==> src/rtl/vga_pkg.sv <==
// Shared definitions for the VGA display scheduler.
// Holds the display FSM state type, the default 800x480 timing constants
// and the saturation limit of the underflow event counter.
package vga_pkg;

    typedef enum logic [2:0] {
        ST_IDLE,
        ST_WAIT_FILL,
        ST_WAIT_FRAME,
        ST_DISPLAY,
        ST_RESYNC
    } vga_state_t;

    // Default horizontal timing, in pixels.
    localparam int unsigned VGA_HDISP  = 800;
    localparam int unsigned VGA_HFP    = 40;
    localparam int unsigned VGA_HPULSE = 48;
    localparam int unsigned VGA_HBP    = 40;

    // Default vertical timing, in lines.
    localparam int unsigned VGA_VDISP  = 480;
    localparam int unsigned VGA_VFP    = 13;
    localparam int unsigned VGA_VPULSE = 3;
    localparam int unsigned VGA_VBP    = 29;

    localparam logic [15:0] UF_CNT_MAX = '1;

endpackage

==> src/rtl/vga_timing_gen.sv <==
// Free-running VGA timing generator.
// Ports:
//   pixel_clk, pixel_rst : pixel clock, asynchronous active-high reset
//   active               : combinational, current counters lie in the active area
//   frame_last           : combinational, counters at the last pixel of the frame
//   hs, vs               : registered sync outputs, active-low
//   blank                : registered active condition (1 = active video)
// Line layout: front porch, sync pulse, back porch, then active pixels;
// the frame is laid out the same way in lines.
module vga_timing_gen
    import vga_pkg::*;
#(
    parameter int unsigned HDISP  = VGA_HDISP,
    parameter int unsigned VDISP  = VGA_VDISP,
    parameter int unsigned HFP    = VGA_HFP,
    parameter int unsigned HPULSE = VGA_HPULSE,
    parameter int unsigned HBP    = VGA_HBP,
    parameter int unsigned VFP    = VGA_VFP,
    parameter int unsigned VPULSE = VGA_VPULSE,
    parameter int unsigned VBP    = VGA_VBP
) (
    input  logic pixel_clk,
    input  logic pixel_rst,
    output logic active,
    output logic frame_last,
    output logic hs,
    output logic vs,
    output logic blank
);

    localparam int unsigned H_TOTAL = HFP + HPULSE + HBP + HDISP;
    localparam int unsigned V_TOTAL = VFP + VPULSE + VBP + VDISP;
    localparam int unsigned HW      = $clog2(H_TOTAL);
    localparam int unsigned VW      = $clog2(V_TOTAL);

    localparam logic [HW-1:0] H_LAST   = HW'(H_TOTAL - 1);
    localparam logic [VW-1:0] V_LAST   = VW'(V_TOTAL - 1);
    localparam logic [HW-1:0] H_ACT    = HW'(HFP + HPULSE + HBP);
    localparam logic [VW-1:0] V_ACT    = VW'(VFP + VPULSE + VBP);
    localparam logic [HW-1:0] HS_START = HW'(HFP);
    localparam logic [HW-1:0] HS_END   = HW'(HFP + HPULSE);
    localparam logic [VW-1:0] VS_START = VW'(VFP);
    localparam logic [VW-1:0] VS_END   = VW'(VFP + VPULSE);

    logic [HW-1:0] hcount;
    logic [VW-1:0] vcount;
    logic          h_last;
    logic          v_last;
    logic          hs_pulse;
    logic          vs_pulse;

    assign h_last     = (hcount == H_LAST);
    assign v_last     = (vcount == V_LAST);
    assign frame_last = h_last && v_last;
    assign active     = (hcount >= H_ACT) && (vcount >= V_ACT);
    assign hs_pulse   = (hcount >= HS_START) && (hcount < HS_END);
    assign vs_pulse   = (vcount >= VS_START) && (vcount < VS_END);

    always_ff @(posedge pixel_clk or posedge pixel_rst) begin
        if (pixel_rst) begin
            hcount <= '0;
            vcount <= '0;
        end else begin
            if (h_last) begin
                hcount <= '0;
                vcount <= v_last ? '0 : vcount + 1'b1;
            end else begin
                hcount <= hcount + 1'b1;
            end
        end
    end

    always_ff @(posedge pixel_clk or posedge pixel_rst) begin
        if (pixel_rst) begin
            hs    <= 1'b1;
            vs    <= 1'b1;
            blank <= 1'b0;
        end else begin
            hs    <= ~hs_pulse;
            vs    <= ~vs_pulse;
            blank <= active;
        end
    end

endmodule

==> src/rtl/vga_display_sched.sv <==
// VGA display scheduler: pops pixels from a show-ahead FIFO during the
// active area, waits for the FIFO to fill and for a frame boundary before
// displaying, and recovers from FIFO underflow by flushing and refilling.
// Ports:
//   pixel_clk, pixel_rst       : pixel clock, asynchronous active-high reset
//   enable                     : display enable request
//   fifo_rdata, fifo_rempty    : FIFO head and empty flag
//   fifo_wfull                 : FIFO full flag (already in pixel_clk domain)
//   fifo_rd                    : combinational pop strobe
//   fifo_flush                 : one-cycle FIFO flush / reader restart request
//   hs, vs, blank, rgb         : registered video outputs
//   displaying                 : high while in DISPLAY
//   underflow_cnt              : saturating underflow event count
module vga_display_sched
    import vga_pkg::*;
#(
    parameter int unsigned HDISP  = VGA_HDISP,
    parameter int unsigned VDISP  = VGA_VDISP,
    parameter int unsigned HFP    = VGA_HFP,
    parameter int unsigned HPULSE = VGA_HPULSE,
    parameter int unsigned HBP    = VGA_HBP,
    parameter int unsigned VFP    = VGA_VFP,
    parameter int unsigned VPULSE = VGA_VPULSE,
    parameter int unsigned VBP    = VGA_VBP
) (
    input  logic        pixel_clk,
    input  logic        pixel_rst,
    input  logic        enable,
    input  logic [23:0] fifo_rdata,
    input  logic        fifo_rempty,
    input  logic        fifo_wfull,
    output logic        fifo_rd,
    output logic        fifo_flush,
    output logic        hs,
    output logic        vs,
    output logic        blank,
    output logic [23:0] rgb,
    output logic        displaying,
    output logic [15:0] underflow_cnt
);

    vga_state_t state;
    logic       active;
    logic       frame_last;
    logic       underflow;

    vga_timing_gen #(
        .HDISP  (HDISP),
        .VDISP  (VDISP),
        .HFP    (HFP),
        .HPULSE (HPULSE),
        .HBP    (HBP),
        .VFP    (VFP),
        .VPULSE (VPULSE),
        .VBP    (VBP)
    ) u_timing (
        .pixel_clk  (pixel_clk),
        .pixel_rst  (pixel_rst),
        .active     (active),
        .frame_last (frame_last),
        .hs         (hs),
        .vs         (vs),
        .blank      (blank)
    );

    assign fifo_rd   = active && (state == ST_DISPLAY);
    assign underflow = fifo_rd && fifo_rempty;

    always_ff @(posedge pixel_clk or posedge pixel_rst) begin
        if (pixel_rst) begin
            rgb <= '0;
        end else begin
            rgb <= fifo_rd ? fifo_rdata : '0;
        end
    end

    // The end-of-frame exit is "pending" for as long as enable stays low;
    // sampling enable only at the last pixel lets a re-assertion cancel it.
    always_ff @(posedge pixel_clk or posedge pixel_rst) begin
        if (pixel_rst) begin
            state         <= ST_IDLE;
            displaying    <= 1'b0;
            fifo_flush    <= 1'b0;
            underflow_cnt <= '0;
        end else begin
            fifo_flush <= 1'b0;
            case (state)
                ST_IDLE: begin
                    if (enable) begin
                        state <= ST_WAIT_FILL;
                    end
                end
                ST_WAIT_FILL: begin
                    if (!enable) begin
                        state <= ST_IDLE;
                    end else if (fifo_wfull) begin
                        state <= ST_WAIT_FRAME;
                    end
                end
                ST_WAIT_FRAME: begin
                    if (!enable) begin
                        state <= ST_IDLE;
                    end else if (frame_last) begin
                        state      <= ST_DISPLAY;
                        displaying <= 1'b1;
                    end
                end
                ST_DISPLAY: begin
                    if (underflow) begin
                        state      <= ST_RESYNC;
                        displaying <= 1'b0;
                        fifo_flush <= 1'b1;
                        if (underflow_cnt != UF_CNT_MAX) begin
                            underflow_cnt <= underflow_cnt + 16'd1;
                        end
                    end else if (!enable && frame_last) begin
                        state      <= ST_IDLE;
                        displaying <= 1'b0;
                        fifo_flush <= 1'b1;
                    end
                end
                ST_RESYNC: begin
                    state <= ST_WAIT_FILL;
                end
                default: begin
                    state      <= ST_IDLE;
                    displaying <= 1'b0;
                end
            endcase
        end
    end

endmodule

==> config.mk <==
export PLATFORM = sky130hd
export DESIGN_NAME = vga_display_sched
export DESIGN_NICKNAME = d
export VERILOG_FILES = /design/src/rtl/vga_pkg.sv /design/src/rtl/vga_timing_gen.sv /design/src/rtl/vga_display_sched.sv
export SDC_FILE = /design/constraint.sdc
export NUM_CORES = 1
export LEC_CHECK = 0
export ABC_AREA = 1
export CAP_MARGIN = 15
export CORE_MARGIN = 10
export CORE_UTILIZATION = 40
export CTS_CLUSTER_SIZE = 20
export DETAILED_ROUTE_END_ITERATION = 10
export PLACE_DENSITY = 0.71
export REMOVE_ABC_BUFFERS = 1
export SYNTH_ARGS = -nofsm -noshare
export SYNTH_HDL_FRONTEND = slang
export SYNTH_SLANG_ARGS = --single-unit
==> constraint.sdc <==
create_clock -name pixel_clk -period 2.5 [get_ports pixel_clk]
set_clock_uncertainty 0.05 [all_clocks]
set_input_delay 0.5 -clock pixel_clk [delete_from_list [all_inputs] [get_ports pixel_clk]]
set_output_delay 0.5 -clock pixel_clk [all_outputs]
set_load 0.02 [all_outputs]
# == Word-level counts from Yosys, hierarchy flattened ==
# Cells that the tools add are included.
# Widths: inputs -> output; s select.
# word_totals
ff_bits,68
in_bits,29
out_inout_bits,46
wordCells,67
# classes
n_addsub,3
magnitude_cmp,6
eq_ne,13
n_mux,19
bitwise,3
reduce_logical,13
# ops
op,count
$mux 24,1
$mux 3,7
$add 10x1->10 const B,2
$eq 10x10->1 const B,2
$ge 10x6->1 const B,2
$mux 10,2
$add 16x1->16 const B,1
$ne 16x16->1 const B,1
$pmux 3 s5,1
$ge 10x4->1 const B,1
$ge 10x8->1 const B,1
$lt 10x5->1 const B,1
$lt 10x7->1 const B,1
$reduce_and 4->1,2
$logic_and 1x1->1,7
$mux 1,7
$eq 3x2->1 const B,2
$ne 2x2->1 const B,3
$ne 3x3->1 const B,2
$eq 3x1->1 const B,1
$eq 3x3->1 const B,1
$logic_not 3->1,1
$ne 3x2->1 const B,1
$not 1->1,3
4 further kinds,4

# == Logic depth before layout (Yosys ltp) ==
# logic_depth
ltp_word,6
mapped_depth,12
depth_no_buf,11

# == Cells and area by module ==
# Synthesis repeated with hierarchy kept, for this count alone.
# unflattened
hier_cells,447
hier_area_um2,3514.6
# modules_own_cells
module,n_inst,cells_each,area_per_inst_um2,seq_area_each_um2
vga_display_sched,1,276,2174.6,1126.1
vga_timing_gen,1,171,1340.0,578.1

# == Worst setup path before layout ==
# Ideal clock, no wire load.
# synth_path
path_kind,register to output
startpoint,register u_timing.vcount[0]
endpoint,output port fifo_rd
t_arrival_ns,1.461
required_ns,1.950
setup_slack_ns,0.489
stages_incl_launch_ff,9
path_buffers,1
path_cell_list,dfrtp_1 > inv_1 > ha_1 > nand2_1 > nand3_1 > a21oi_2 > nand2_1 > buf_2 > inv_1
# synth_between
elab_chain_len,3
# synth_lines
item,line_no,source
from (decl),vga_timing_gen.sv:46,logic [VW-1:0] vcount;
from (signal assigned),vga_timing_gen.sv:66,vcount <= v_last ? '0 : vcount + 1'b1;
$ge 10x6->1,vga_timing_gen.sv:55,assign active = (hcount >= H_ACT) && (vcount >= V_ACT);
$logic_and 1x1->1,vga_timing_gen.sv:55,
named net active,vga_display_sched.sv:43,logic active;
$logic_and 1x1->1,vga_display_sched.sv:66,assign fifo_rd = active && (state == ST_DISPLAY);
to (decl),vga_display_sched.sv:32,"output logic fifo_rd,"
# The timed path passes the listed nets, and every way through them passes these cells.

# == Worst setup path after layout ==
# layout_path
startpoint,register u_timing.vcount[1]
endpoint,output port fifo_rd
# The elaborated chain is that of the path after synthesis.

==> impl_metrics.toml <==
[critical_path]
critPathTopFamily = "buffers and inverters"
rr_startpoint = "underflow_cnt[0]$_DFFE_PP0P_"
crit_type = "reg -> out"
cpMaxStageDelayCell = "dfrtp_1"
path_max_fanout = 5
crit_required_ns = 1.95
crit_buf_inv = 4
cp-end-kind = "primary output"
path_cells = "inv_1 -> ha_1 -> inv_1 -> nand2_1 -> nand3_1 -> a21oi_2 -> nand2_1 -> inv_1 -> clkbuf_2"
cp_common_cell = "inv_1"
critPathLaunchType = "register"
critPathArrivalTime_ns = 1.73
max_stage_delay_ns = 0.39
cp-startpoint = "u_timing.vcount[1]$_DFFE_PP0N_"

[global_route]
grt_pass1_vias = 2831
overflow = 0
grt_max_degree = 25
grt_pass1_wl_um = 13200
grt.total_usage = 0.127
antenna_found_initial = 0

[yosys]
avgSynthCellArea_um2 = 8.36
synth_edf_count = 0
syn_area_um2 = 3300
synthCells = 394
synth_commonest_cells = "nand2_1, dfrtp_1, inv_1"
synth_seq_area_share = 0.517
async_flop_share = 1.00
synth_cell_types = 35
ys.warnings.count = 0
synthTopCellsByArea = "dfrtp_1, nand2_1, inv_1, nor2_1, nand3_1"
synth_top_area_frac = 0.501
yosysTopAreaCell = "dfrtp_1"
ys_ff_latch = 68
yosysMostFrequentCell = "nand2_1"
yosys_most_used_dff = "dfrtp_1"

[timing]
worst_slew_margin_rel = 0.639
setup_viol = 0
hold_viol_final = 0
slew_violations = 0
setup_tns_ns = 0
worst_pin_slew_ns = 0.541
rsz0062_at_grt = "no"
hold_slack_ns = 0.427
fmax_mhz = 439
fin_crit_ns = 2.28
finalCritPeriodShare = 0.912

[place]
place.gp.congestion = 0.850
port-buffer-count = 74
hpwlAfterDp_um = 5820

[run_status]
status = "completed"

[clock_network]
cts_buffer_depth = 2
cts.sinks = 68
clkTransAtPathRegs_ns = 0.07
hold_buffers = 0
htree_levels = 3
cts_tree = "done"
cts_root_buffer = "clkbuf_8"
cts_buffers = 9
clk_latency_ns = 0.34

[flow_run]
maxCapViolCount = 0

[floorplanning]
start_util = 0.405
dieArea_um2 = 12300
rows = 33
core_um2 = 8130
dieHeight_um = 111
die_w_um = 111
io_pins = 75

[worst_hold_path]
hp-start = "displaying$_DFFE_PP0P_"
hold_path.class = "reg -> reg"

[detailed_routing]
wl_um = 7570
ant_nets = 0
drc = 0
drt_first_pass_iters = 4
wl_per_cell_um = 12.8
drt-initial-drc-count = 104
vias = 2727
viasPerCell = 4.61

[layout]
layout-drive-gt1-share = 0.101
fin_nets = 517
area_growth_pct = 32.8
antenna_cells = 0

[pwr]
power.density_nw_per_um2 = 507
vdd_drop_max_mv = 0.253
p_leak_nw = 2.15
total_power_mw = 2.22
[sequential cells by signal, indices dropped and copies added, names as in the netlist]
name / flops
state: 3
u_timing.vcount: 10
u_timing.hs: 1
u_timing.vs: 1
u_timing.hcount: 10
u_timing.blank: 1
rgb: 24
fifo_flush: 1
underflow_cnt: 16
displaying: 1
[final cells by class]
cell class	count	area, um2
clock inverter	5	52.6
clock buffer	11	131
inverter	70	264
tap	105	131
sequential	68	1700
fill	761	3760
multi-input combinational	249	1280
timing repair buffer	83	816
[layout by cell type (no fill, tap or decap), drive strengths merged]
cell type      count
xnor2             11
and3               1
clkdlybuf4s50     73
nand4              7
nor3              10
or2                1
o21ai             13
a21oi             10
ha                 7
dfrtp             66
nor4               1
xor2               8
dfstp              2
clkbuf            12
nor2              64
nand3b             1
bufinv             1
nand3             28
buf                9
a211oi             1
nand2             83
a31oi              1
a21boi             1
inv               69
clkinv             4
clkinvlp           1
o2111ai            1
[logic make-up (layout without fill, tap and decap cells)]
group | Yosys count | after routing | synth area share
simple gates | 196 | 196 | 0.265
fa+ha+maj | 7 | 7 | 0.0266
buf+inv | 77 | 169 | 0.0949
xor+xnor | 19 | 19 | 0.0505
compound gates | 27 | 27 | 0.0463
flops | 68 | 68 | 0.517
[through the flow]
step	cells	utilization	cell area [um2]	worst slack, ns
floorplan	387	-	3250	0.242
global placement	575	0.516	4200	0.148
detailed placement	575	0.516	4200	0.110
CTS	591	0.539	4380	0.0102
global route	591	0.538	4380	0.0327
finish	591	0.538	4380	0.221
[per-layer routing]
layer  share of wire  global-route usage
met3           0.063              0.0438
met2            0.50               0.222
met5               0                   0
met4           0.012              0.0521
met1            0.42               0.137
[path summary, 6_finish.rpt]
check | cells after the start | end | slack [ns]
worst min register to register | 2 | displaying$_DFFE_PP0P_ | 0.43
worst min-delay path | 2 | displaying$_DFFE_PP0P_ | 0.43
min in group asynchronous | 2 | underflow_cnt[2]$_DFFE_PP0P_ | 0.47
worst max-delay path | 9 | fifo_rd | 0.22
worst max register to register | 9 | underflow_cnt[5]$_DFFE_PP0P_ | 0.55
max in group asynchronous | 3 | u_timing.vs$_DFF_PP1_ | 1.31
[repair_timing]
action | 4_1_cts | 5_1_grt
cloned | 0 | 0
pin swaps | 0 | 0
gates resized for setup | 1 | 2
setup endpoints to repair | 1 | 1
buffers inserted | 0 | 0
[where the power goes]
| group | leakage [nW] | internal [mW] | switching [mW] |
|---|---|---|---|
| combinational | 1.14 | 0.0967 | 0.129 |
| clock | 0.0931 | 0.456 | 0.407 |
| sequential | 0.925 | 1.12 | 0.0152 |
[tightest hold or removal path, cell delays in order, from the launching register on]
cell	delay, ns
dfrtp_1	0.35
nand2_1	0.05
nand2_1	0.05
No activity file was read; power rests on OpenSTA's default activity.
